==> src/rtl/cam_pkg.sv <==
// cam_pkg: shared camera/VGA frame-buffer constants, RGB332 colours and capture FSM encoding
package cam_pkg;
  localparam int CAM_SCREEN_X = 160;
  localparam int CAM_SCREEN_Y = 120;
  localparam int AW = 15;
  localparam int DW = 8;
  localparam logic [7:0] RED_VGA = 8'hE0;
  localparam logic [7:0] GREEN_VGA = 8'h1C;
  localparam logic [7:0] BLUE_VGA = 8'h03;
  localparam logic [7:0] BLACK_VGA = 8'h00;
  typedef enum logic [2:0] {WAIT_VS_HIGH, WAIT_VS_LOW, BYTE1, BYTE2, BG_WRITE} cam_state_t;
endpackage

==> src/rtl/cam_read.sv <==
// cam_read: OV7670 RGB565 byte stream -> RGB332 frame-buffer writes (in: clk, rst_n-style rst, vsync, href, px_data; out: mem_px_addr, mem_px_data, px_wr, frame_done)
module cam_read import cam_pkg::*; #(
  parameter int CAM_SCREEN_X = cam_pkg::CAM_SCREEN_X,
  parameter int CAM_SCREEN_Y = cam_pkg::CAM_SCREEN_Y,
  parameter int AW = cam_pkg::AW,
  parameter int DW = cam_pkg::DW,
  parameter logic [DW-1:0] BG_COLOR = cam_pkg::BLACK_VGA
) (
  input  logic          clk,
  input  logic          rst,
  input  logic          vsync,
  input  logic          href,
  input  logic [7:0]    px_data,
  output logic [AW-1:0] mem_px_addr,
  output logic [DW-1:0] mem_px_data,
  output logic          px_wr,
  output logic          frame_done
);
  localparam int CW = $clog2(CAM_SCREEN_X + 1);
  localparam int RW = $clog2(CAM_SCREEN_Y + 1);
  localparam logic [AW-1:0] BG_ADDR = AW'(CAM_SCREEN_X * CAM_SCREEN_Y);
  localparam logic [AW-1:0] X_STEP = AW'(CAM_SCREEN_X);
  localparam logic [CW-1:0] X_MAX = CW'(CAM_SCREEN_X);
  localparam logic [RW-1:0] Y_MAX = RW'(CAM_SCREEN_Y);
  localparam logic [RW-1:0] Y_LAST = RW'(CAM_SCREEN_Y - 1);
  cam_state_t state_q, state_d;
  logic [CW-1:0] col_q, col_d;
  logic [RW-1:0] row_q, row_d;
  logic [AW-1:0] base_q, base_d, addr_d;
  logic [5:0] hi_q, hi_d;
  logic line_q, line_d, wr_d, done_d, keep;
  logic [DW-1:0] data_d;
  always_comb begin
    keep = col_q < X_MAX && row_q < Y_MAX;
    state_d = state_q;
    col_d = col_q;
    row_d = row_q;
    base_d = base_q;
    hi_d = hi_q;
    line_d = line_q;
    wr_d = 1'b0;
    done_d = 1'b0;
    addr_d = '0;
    data_d = '0;
    case (state_q)
      WAIT_VS_HIGH: state_d = vsync ? WAIT_VS_LOW : WAIT_VS_HIGH;
      WAIT_VS_LOW: if (!vsync) begin
        state_d = BYTE1;
        col_d = '0;
        row_d = '0;
        base_d = '0;
        line_d = 1'b0;
      end
      BG_WRITE: begin
        state_d = WAIT_VS_LOW;
        wr_d = 1'b1;
        done_d = 1'b1;
        addr_d = BG_ADDR;
        data_d = BG_COLOR;
      end
      default:
        if (vsync) state_d = BG_WRITE;
        else if (line_q && !href) begin
          // base stops one row early so it never exceeds (Y-1)*X
          state_d = BYTE1;
          line_d = 1'b0;
          col_d = '0;
          row_d = row_q < Y_MAX ? row_q + RW'(1) : row_q;
          base_d = row_q < Y_LAST ? base_q + X_STEP : base_q;
        end else if (href) begin
          line_d = 1'b1;
          state_d = state_q == BYTE1 ? BYTE2 : BYTE1;
          hi_d = state_q == BYTE1 ? {px_data[7:5], px_data[2:0]} : hi_q;
          wr_d = state_q == BYTE2 && keep;
          addr_d = wr_d ? base_q + AW'(col_q) : '0;
          data_d = wr_d ? DW'({hi_q, px_data[4:3]}) : '0;
          col_d = wr_d ? col_q + CW'(1) : col_q;
        end
    endcase
  end
  always_ff @(posedge clk or negedge rst)
    if (!rst) begin
      state_q <= WAIT_VS_HIGH;
      col_q <= '0;
      row_q <= '0;
      base_q <= '0;
      hi_q <= '0;
      line_q <= 1'b0;
      px_wr <= 1'b0;
      frame_done <= 1'b0;
      mem_px_addr <= '0;
      mem_px_data <= '0;
    end else begin
      state_q <= state_d;
      col_q <= col_d;
      row_q <= row_d;
      base_q <= base_d;
      hi_q <= hi_d;
      line_q <= line_d;
      px_wr <= wr_d;
      frame_done <= done_d;
      mem_px_addr <= addr_d;
      mem_px_data <= data_d;
    end
endmodule

==> config.mk <==
export PLATFORM = sky130hd
export DESIGN_NAME = cam_read
export DESIGN_NICKNAME = d
export VERILOG_FILES = /design/src/rtl/cam_pkg.sv /design/src/rtl/cam_read.sv
export SDC_FILE = /design/constraint.sdc
export NUM_CORES = 1
export LEC_CHECK = 0
export ABC_AREA = 1
export BUFFER_PORTS_ARGS = -buffer_cell sky130_fd_sc_hd__buf_2
export CORE_ASPECT_RATIO = 0.5
export CORE_MARGIN = 5
export CORE_UTILIZATION = 52
export DETAILED_ROUTE_END_ITERATION = 8
export HOLD_SLACK_MARGIN = 0.03
export PLACE_DENSITY = 0.75
export SLEW_MARGIN = 10
export SYNTH_ARGS = -nofsm -noshare
export SYNTH_HDL_FRONTEND = slang
export SYNTH_SLANG_ARGS = --single-unit
==> constraint.sdc <==
create_clock -name clk -period 1.4 [get_ports clk]
set_input_delay 0.14 -clock clk [delete_from_list [all_inputs] [get_ports clk]]
set_output_delay 0.14 -clock clk [all_outputs]
set_load 0.01 [all_outputs]
# Word-level counts from Yosys, hierarchy flattened
# Index checks and enable logic that the tools add are counted.
# word_totals
ff_bits	65
output_inout_bits	25
elab_cells	89
inputBits	12
# classes
mux	43
n_eq_ne	5
n_addsub	4
n_reduce_logical	20
n_bitwise	4
order_cmp	3
# op_table
operator	n
$mux 15	8
$mux 8	10
$pmux 15 s2	2
$mux 7	4
$pmux 8 s2	1
$add 15x8->15	1
$add 15x8->15 const B	1
$lt 7x7->1 const B	2
$pmux 7 s2	1
$mux 3	4
$reduce_and 4->1	3
$mux 1	10
$pmux 3 s3	1
$add 8x1->8 const B	1
$lt 8x8->1 const B	1
$add 7x1->7 const B	1
$eq 3x2->1 const B	2
$reduce_bool 2->1	3
$reduce_bool 3->1	2
$reduce_bool 6->1	1
$reduce_and 5->1	1
$not 1->1	4
$pmux 1 s2	2
$reduce_or 2->1	2
other kinds (9)	11

# Longest topological paths before layout
# logic_depth
ltp_word	8
ltp_mapped	9
depth_no_buf	9

# Worst setup path after synthesis
# Ideal clock, no wire load.
# synth_path
path_type	reg2reg
startpoint	register col_q[6]
endpoint	register mem_px_addr[13]
stages_incl_launch_ff	10
setup_time_ps	71
synth_period_minus_slack_ps	1455
t_required_ps	1329
arrival_time_ps	1384
setup_slack_ps	-55
n_path_buf	0
cell_sequence	dfrtp_1 ha_1 nand2_1 nand2_1 nand2_1 nand2_1 nand2_1 nor2_1 nor2_1 nor2_1
# synth_via
elab_chain_len	8
elab_cells_between_ends	9
classes_between	add/sub (1); order compare (1); mux (5); reduce/logical (2)
# synth_lines
item	line	text
start: declaration	cam_read.sv:27	logic [CW-1:0] col_q, col_d;
start signal: assignment	cam_read.sv:95	col_q <= col_d;
parallel branches: the longest is 3 deep, another holds $add 15x8->15	n/a	
$mux 15 *	cam_read.sv:75	addr_d = wr_d ? base_q + AW'(col_q) : '0;
$mux 15 *	cam_read.sv:70	end else if (href) begin
$mux 15 *	cam_read.sv:63	else if (line_q && !href) begin
$mux 15 *	cam_read.sv:62	if (vsync) state_d = BG_WRITE;
$pmux 15 s2 *	cam_read.sv:45	case (state_q)
via addr_d[13]	cam_read.sv:29	logic [AW-1:0] base_q, base_d, addr_d;
end signal: assignment	cam_read.sv:102	mem_px_addr <= addr_d;
end: declaration	cam_read.sv:14	output logic [AW-1:0] mem_px_addr,
# Mark *: on every way through the listed nets, which the timed path passes.
# A chain may end at the register's enable or synchronous reset.

# Worst setup path in the final report
# Same ends and word-level chain as after synthesis.

==> flow_summary.yaml <==
outcome:
  status: "finished, violations left"
  failed_checks: "setup timing"
place:
  place_hpwl_um: 4780
  numPortBuffers: 36
  gp_congestion: 0.894
  place_inst: 495
  dp_worst_setup_slack_ns: -0.0989
flow_run:
  cap_violations: 0
setup_path:
  crit_required_ns: 1.66
  cp_max_fo: 5
  cp-start-kind: "flip-flop"
  reg2reg_setup_slack_ns: -0.14
  r2r-start: "col_q[6]"
  worstPathArrival_ns: 1.80
  r2r-end: "mem_px_addr[13]"
  crit_path_end_kind: "flip-flop"
  r2r_cells: 9
  setup.worst_path.class: "reg -> reg"
sta:
  slew_headroom: 0.758
  worst_hold_slack_ns: 0.0497
  rsz0062_at_grt: "yes"
  finalCritPeriodShare: 1.10
  setup_viol: 31
  layout_setup_ws_ns: -0.143
  finalClockSkew_ns: 0.00674
  tightest_slew_ns: 0.363
  fmax_ghz: 0.648
  finalHoldViolations: 0
  min_period_ns: 1.54
  maxSlewViolCount: 0
pwr:
  netSwitchingFraction: 0.382
  power.total_mw: 7.91
  p_int_mw: 4.88
  seq_power_share: 0.309
  comb_power_share: 0.386
  worst_ir_drop_vdd_mv: 1.24
  leakage_nw: 2.18
  p_sw_mw: 3.02
  power_density_nw_per_um2: 1860
  clkPwrFrac: 0.306
drt:
  drtAntennaViolNets: 0
  vias: 3099
  drc: 0
  wirelength_um: 9850
  drt_first_iter_violations: 675
  viasPerCell: 5.83
  wl_per_cell_um: 18.5
  first_pass_iters: 6
logic_synthesis:
  synthMuxAreaShare: 0
  synth-compound-area-share: 0.0923
  yosysMostFrequentCell: "nand2_1"
  ys.flop_type: "dfrtp_1"
  synth_cell_types: 31
  avgSynthCellArea_um2: 8.23
  synth_top_cell_area_share: 0.499
  synth_simple_gate_area_frac: 0.282
  yosys.area.top_type: "dfrtp_1"
  yosys_register_bits: 60
  yosys-top-cells-area: "dfrtp_1, nand2_1, inv_1"
  synth-edff-count: 0
  synth-xor-area-share: 0.0233
  netlist_area_um2: 3010
  yosys_warnings: 0
  synth_top_family_by_area: "simple AND/OR/NAND/NOR gates"
  synth_cells: 366
  syn-num-nets: 384
  synthAdderAreaFrac: 0.0249
  ys_seq_area_frac: 0.499
  synthTopCellsByCount: "nand2_1, dfrtp_1, inv_1, nor2_1, nand3_1"
  synthArstFlopShare: 1.00
final_layout:
  diodes: 0
  finish.utilization: 0.767
  drive_gt1_frac: 0.368
  area_growth_pct: 41.1
  fin_nets: 472
  finalNonFillerCells: 532
clocking:
  cts_max_path_buffers: 2
  cts.sinks: 60
  clk_pin_slew_ns: 0.06
  root_buffer: "clkbuf_16"
  htree_levels: 3
  clock_latency_ns: 0.33
  cts_tree: "done"
  cts_made_buffers: 9
global_routing:
  grt_pass1_vias: 2937
  overflow: 0
  grt_util_met3: 0.0943
  met2_usage: 0.395
  grt_pass1_wl_um: 14300
  grt_max_degree: 61
  antenna_found_initial: 0
  track_usage: 0.238
  met1_usage: 0.280
  grt-busiest-layer: "met2"
floorplan:
  dieHeight_um: 63.8
  ios: 37
  initial_core_util: 0.543
  fp.dieArea_um2: 7500
  coreArea_um2: 5540
  die-width_um: 118
  rows: 19
worst_hold_path:
  holdCritPathClass: "in -> reg"
  holdPathEnd: "hi_q[0]"
  hp-start: "px_data[0]"
  min_path_cells: 3
-- per-stage QoR --
step | cell area, um2 | setup TNS, ns
3_5_place_dp | 3450 | -1.62
5_1_grt | 4250 | -4.53
6_report | 4250 | -1.87
4_1_cts | 4040 | -0.0125
2_1_floorplan | 3010 | 0
3_3_place_gp | 3450 | -0.0891
-- metal layers --
metal  vias to the layer above  wire length (um)
li1                       1351                 -
met2                       218              4560
met1                      1458              3780
met5                         -                 0
met4                         0               535
met3                        72               966
-- how the worst max path moves through the flow --
stage	start	endpoint	slack (ns)	cells past startpoint
after floorplan	col_q[6]	mem_px_addr[13]	0.01	9
final	col_q[6]	mem_px_addr[13]	-0.14	9
after detailed placement	state_q[0]	hi_q[1]	-0.1	6
after global routing	col_q[6]	mem_px_addr[13]	-0.21	9
after CTS	state_q[0]	base_q[5]	-0.01	5
after global placement	state_q[0]	hi_q[5]	-0.02	6
-- cells in the final DEF (no fill, tap or decap), types with 8 or more instances in the layout --
cell and instances:
nand4_1 8, o21ai_0 9, nand2_2 16, nand3_1 25, buf_2 36, a21oi_1 9
dfrtp_1 58, inv_1 42, nand2_1 77, nor2_2 8, clkbuf_16 9, buf_4 30
nor2_1 35, o21ai_1 12
-- area by class of cell --
cell class / instances / area, um2
timing repair inverter: 1 / 5.00
clock buffer: 9 / 225
tap: 73 / 91.3
inverter: 49 / 189
fill: 307 / 1290
timing repair buffer: 78 / 554
sequential: 60 / 1500
multi-input combinational: 255 / 1580
clock inverter: 7 / 98.8
-- timing repair --
item | in CTS | in global routing
buffers inserted | 6 | 6
gates resized for setup | 34 | 47
hold buffers | 3 | 0
endpoints found under the hold margin | 62 | 0
setup endpoints to repair | 36 | 58
gates cloned | 5 | 1
pin swaps | 9 | 12
-- sequential cells by signal, summed over array words and instances (netlist names) --
register	flops
mem_px_data	8
col_q	8
row_q	7
px_wr	1
frame_done	1
state_q	3
hi_q	6
base_q	10
line_q	1
mem_px_addr	15
-- critical path, stage by stage, from the launching register on --
cell and delay [ns]:
dfrtp_1 0.43, ha_4 0.31, nand2_4 0.05, nand2_4 0.07, nand2_4 0.09, nand2_8 0.11, nand2_4 0.07, nor2_4 0.15
nor2_1 0.07, nor2_1 0.12
-- power by group through the flow --
| stage | clock network (mW) | registers [mW] | logic, mW |
|---|---|---|---|
| 6_report | 2.42 | 2.44 | 3.05 |
| 5_1_grt | 2.55 | 2.49 | 3.25 |
| 3_5_place_dp | 0 | 2.41 | 2.12 |
| 2_1_floorplan | 0 | 2.42 | 1.28 |
| 3_3_place_gp | 0 | 2.38 | 2.03 |
| 4_1_cts | 2.43 | 2.40 | 2.46 |
-- cell families (layout without fill, tap and decap cells) --
family                   after synthesis  after routing
adder cells (fa/ha/maj)                6              6
AND/OR/NAND/NOR                      191            196
flip-flops                            60             60
AO/OA/AOI/OAI                         45             45
XOR/XNOR                               8              8
buffers and inverters                 56            144
Power figures use the tool's default switching activity.
